**src/rtl/reg_bank_2r1w.sv**
```systemverilog
// Two-read, one-write register bank with a multi-cycle clear walk and per-register dirty bits.
// Define REG_BANK_BYPASS_EN to forward same-cycle write data to matching read ports.
module reg_bank_2r1w #(
  parameter int unsigned W       = 8,
  parameter int unsigned D       = 3,
  parameter int unsigned ZERO_R0 = 0
) (
  input  logic            Clk,
  input  logic            ResetN,
  input  logic            WriteEn,
  input  logic [D-1:0]    Waddr,
  input  logic [W-1:0]    DataIn,
  input  logic [D-1:0]    RaddrA,
  input  logic [D-1:0]    RaddrB,
  output logic [W-1:0]    DataOutA,
  output logic [W-1:0]    DataOutB,
  input  logic            Clear,
  output logic            Busy,
  output logic [2**D-1:0] Dirty
);

  localparam int unsigned Depth = 2**D;

  typedef enum logic {StIdle, StClear} state_e;

  state_e           state_q, state_d;
  logic [D-1:0]     ptr_q, ptr_d;
  logic [W-1:0]     regs_q [Depth];
  logic [W-1:0]     regs_d [Depth];
  logic [Depth-1:0] dirty_q, dirty_d;
  logic             wr_ok;

  // A write is dropped when a clear is requested on the same edge.
  assign wr_ok = (state_q == StIdle) && WriteEn && !Clear &&
                 !((ZERO_R0 != 0) && (Waddr == '0));

  always_comb begin
    state_d = state_q;
    ptr_d   = ptr_q;
    regs_d  = regs_q;
    dirty_d = dirty_q;
    unique case (state_q)
      StIdle: begin
        if (Clear) begin
          state_d = StClear;
          ptr_d   = '0;
        end else if (wr_ok) begin
          regs_d[Waddr]  = DataIn;
          dirty_d[Waddr] = 1'b1;
        end
      end
      StClear: begin
        regs_d[ptr_q]  = '0;
        dirty_d[ptr_q] = 1'b0;
        ptr_d          = ptr_q + D'(1);
        if (ptr_q == D'(Depth - 1)) begin
          state_d = StIdle;
        end
      end
      default: state_d = StIdle;
    endcase
  end

  always_ff @(posedge Clk or negedge ResetN) begin
    if (!ResetN) begin
      state_q <= StIdle;
      ptr_q   <= '0;
      dirty_q <= '0;
      for (int i = 0; i < Depth; i++) begin
        regs_q[i] <= '0;
      end
    end else begin
      state_q <= state_d;
      ptr_q   <= ptr_d;
      dirty_q <= dirty_d;
      regs_q  <= regs_d;
    end
  end

  always_comb begin
    DataOutA = regs_q[RaddrA];
`ifdef REG_BANK_BYPASS_EN
    if (wr_ok && (RaddrA == Waddr)) begin
      DataOutA = DataIn;
    end
`endif
    if ((ZERO_R0 != 0) && (RaddrA == '0)) begin
      DataOutA = '0;
    end
  end

  always_comb begin
    DataOutB = regs_q[RaddrB];
`ifdef REG_BANK_BYPASS_EN
    if (wr_ok && (RaddrB == Waddr)) begin
      DataOutB = DataIn;
    end
`endif
    if ((ZERO_R0 != 0) && (RaddrB == '0)) begin
      DataOutB = '0;
    end
  end

  assign Busy  = (state_q == StClear);
  assign Dirty = dirty_q;

endmodule

```
**config.mk**
```make
export PLATFORM = sky130hd
export DESIGN_NAME = reg_bank_2r1w
export DESIGN_NICKNAME = d
export VERILOG_FILES = /design/src/rtl/reg_bank_2r1w.sv
export SDC_FILE = /design/constraint.sdc
export NUM_CORES = 1
export LEC_CHECK = 0
export ABC_CLOCK_PERIOD_IN_PS = 2050
export BUFFER_PORTS_ARGS = -buffer_cell sky130_fd_sc_hd__buf_4
export CORE_ASPECT_RATIO = 1.1
export CORE_MARGIN = 5
export CORE_UTILIZATION = 59
export DETAILED_ROUTE_END_ITERATION = 12
export PLACE_DENSITY = 0.9
export SLEW_MARGIN = 15
export SYNTH_ARGS = -nofsm -noshare
export SYNTH_HDL_FRONTEND = slang
export SYNTH_SLANG_ARGS = --single-unit
```
**constraint.sdc**
```tcl
create_clock -name Clk -period 2.05 [get_ports Clk]
set_input_delay 0.1025 -clock Clk [delete_from_list [all_inputs] [get_ports Clk]]
set_output_delay 0.1025 -clock Clk [all_outputs]
set_load 0.01 [all_outputs]
```
==> impl_metrics.py <==
metrics = {
    "outcome": {
        "outcome": "finished, final reports clean",
    },
    "global_routing": {
        "grt_max_degree": 77,
        "first_global_vias": 3272,
        "grt_overflow": 0,
        "grt_usage": 0.239,
        "antenna_found_initial": 0,
        "grt_pass1_wl_mm": 16.4,
    },
    "run": {
        "maxCapViolations": 0,
    },
    "logic_synthesis": {
        "synthesis.area_um2": 4130,
        "syn_nets": 348,
        "ys.flop_type": "dfrtp_1",
        "synth.area.top_cells": "dfrtp_1 46%, mux4_2 17%, mux2i_1 15%",
        "synth-seq-cells": 76,
        "yosysWarnings": 0,
        "yosysTopAreaCell": "dfrtp_1",
        "synthCells": 325,
        "synth_top_area_frac": 0.460,
        "synth_edf_count": 0,
        "yosys.cell_types.count": 25,
        "ys_seq_area_frac": 0.460,
        "synth_area_per_cell_um2": 12.7,
        "async_reset_ff_frac": 1.00,
    },
    "routing": {
        "routed_wl_mm": 10.1,
        "antenna_left": 0,
        "vias_per_cell": 6.36,
        "drtIter0Drc": 176,
        "firstDrtPassIters": 4,
        "drc": 0,
        "vias": 2883,
        "wl_per_cell_um": 22.2,
    },
    "sta": {
        "relSlewSlack": 0.630,
        "finalMaxSlewViolations": 0,
        "finalCritPeriodShare": 0.902,
        "worstMarginPinSlew_ns": 0.552,
        "fin_crit_ns": 1.85,
        "setup_viol": 0,
        "rsz0062_at_grt": "no",
        "fmax_ghz": 0.541,
        "fin_setup_tns_ns": 0,
        "finalHoldViolCount": 0,
        "clock_skew_ns": 0.00677,
    },
    "worst_setup_path": {
        "cp.required_ns": 2.32,
        "arrival_ns": 2.12,
        "crit_path_end_kind": "flop",
        "crit_path_max_incr_delay_ns": 0.57,
        "crit_fanout": 9,
        "criticalPathCategory": "reg2reg",
        "startpoint_type": "flop",
        "slowest_stage": "and3_1",
        "cp_cell_sequence": "nor4b_4 -> and3_1 -> mux2i_1",
    },
    "power": {
        "irDropWorstVdd_uv": 764,
        "p_total_mw": 5.04,
        "cellPowerDensity_nw_per_um2": 1080,
        "p_leak_nw": 2.46,
    },
    "clocking": {
        "cts_tree": "built",
        "post_cts_resized": 0,
        "path_clk_slew_ns": 0.07,
        "cts_root_buffer": "clkbuf_8",
        "cts_buffer_depth": 2,
        "htree_levels": 3,
        "cts_buffers": 9,
        "insertion_delay_ns": 0.35,
        "cts.sinks": 76,
    },
    "placed_design": {
        "dp_hpwl_mm": 7.04,
        "place_congestion": 0.860,
        "port_buffers": 45,
    },
    "cells_and_area": {
        "final_cell_mix": "76 x dfrtp_1, 76 x nand2_1, 64 x mux2i_1, 49 x buf_4, 32 x mux4_2",
        "fin_nets": 387,
        "fin_util": 0.674,
        "antennaDiodeCount": 0,
        "drive_gt1_frac": 0.321,
        "fillers": 516,
        "area.sequential_um2": 1900,
        "syn_to_final_growth_pct": 12.9,
        "multiInputGateArea_um2": 2080,
    },
    "floorplanning": {
        "io_pins": 46,
        "die_y_um": 97.8,
        "core_area_um2": 6930,
        "dieArea_um2": 8780,
        "initial_core_util": 0.597,
        "rows": 32,
        "die_w_um": 89.8,
    },
    "worst_hold_path": {
        "hold_path.class": "in2reg",
    },
}
-- area by class of cell --
cell class,instances,share of cell area
Multi-Input combinational cell,218,0.446
Inverter,8,0.00643
Clock buffer,12,0.0290
Clock inverter,3,0.00322
Tap cell,85,0.0228
Sequential cell,76,0.408
Timing Repair Buffer,51,0.0853
-- Yosys cell counts (3+ instances only) --
master	instances
mux2_2	17
buf_2	4
nand2_1	76
buf_4	4
nand4bb_1	3
nand4b_1	3
mux2i_1	64
clkbuf_1	11
mux4_2	32
dfrtp_1	76
nand2_2	6
inv_1	8
-- state kept, by name, indices dropped and copies added, names as in the netlist --
name	cells
ptr_q	3
Busy	1
regs_q	64
Dirty	8
-- critical path: cells and delay by family (launching register included) --
| family | cells | cell delay [ns] |
|---|---|---|
| AND/OR/NAND/NOR | 2 | 1.02 |
| multiplexers | 1 | 0.26 |
| flip-flops | 1 | 0.49 |
-- through the flow --
step / hold WS [ns] / instance area (µm²) / setup WS (ns) / std cells
global placement: 0.150 / 4510 / 0.331 / 437
CTS: 0.0897 / 4670 / 0.214 / 453
detailed placement: 0.153 / 4510 / 0.220 / 437
global route: 0.0985 / 4670 / 0.0866 / 453
floorplan: -0.193 / 4130 / 0.572 / 325
finish: 0.102 / 4670 / 0.200 / 453
-- path summary, 6_finish.rpt --
kind                          start          to  slack, ns  depth (start not counted)
min in group asynchronous    ResetN  regs_q[58]       0.29                          3
hold / removal                Clear        Busy       0.10                          3
setup / recovery               Busy  regs_q[13]       0.20                          3
max in group asynchronous    ResetN  regs_q[28]       1.41                          3
setup reg to reg               Busy  regs_q[13]       0.20                          3
hold reg to reg            Dirty[5]    Dirty[5]       0.48                          2
-- routing by layer --
| layer | track usage | vias to the layer above | wire length (µm) |
|---|---|---|---|
| li1 | - | 1242 | - |
| met1 | 0.286 | 1464 | 3770 |
| met2 | 0.399 | 148 | 5130 |
| met3 | 0.0763 | 29 | 895 |
| met4 | 0.0977 | 0 | 282 |
| met5 | 0 | - | 0 |
-- timing repair --
item | 4_1_cts | 5_1_grt
setup buffers | 0 | 0
hold buffers | 1 | 0
hold endpoints to repair | 76 | 0
-- kinds of logic (layout without fill, tap and decap cells) --
kind of cell	Yosys count	after routing	share of synthesized area
buf+inv	31	74	0.0366
fa+ha+maj	2	2	0.00605
compound gates	5	5	0.00908
mux	113	113	0.376
simple gates	98	98	0.113
flops	76	76	0.460
-- power breakdown --
part / total (mW) / internal (mW) / switching [mW] / leakage, nW
combinational: 1.75 / 0.897 / 0.857 / 1.35
sequential: 2.33 / 1.94 / 0.391 / 1.03
clock: 0.950 / 0.428 / 0.522 / 0.0800
(Power assumes the default switching activity.)
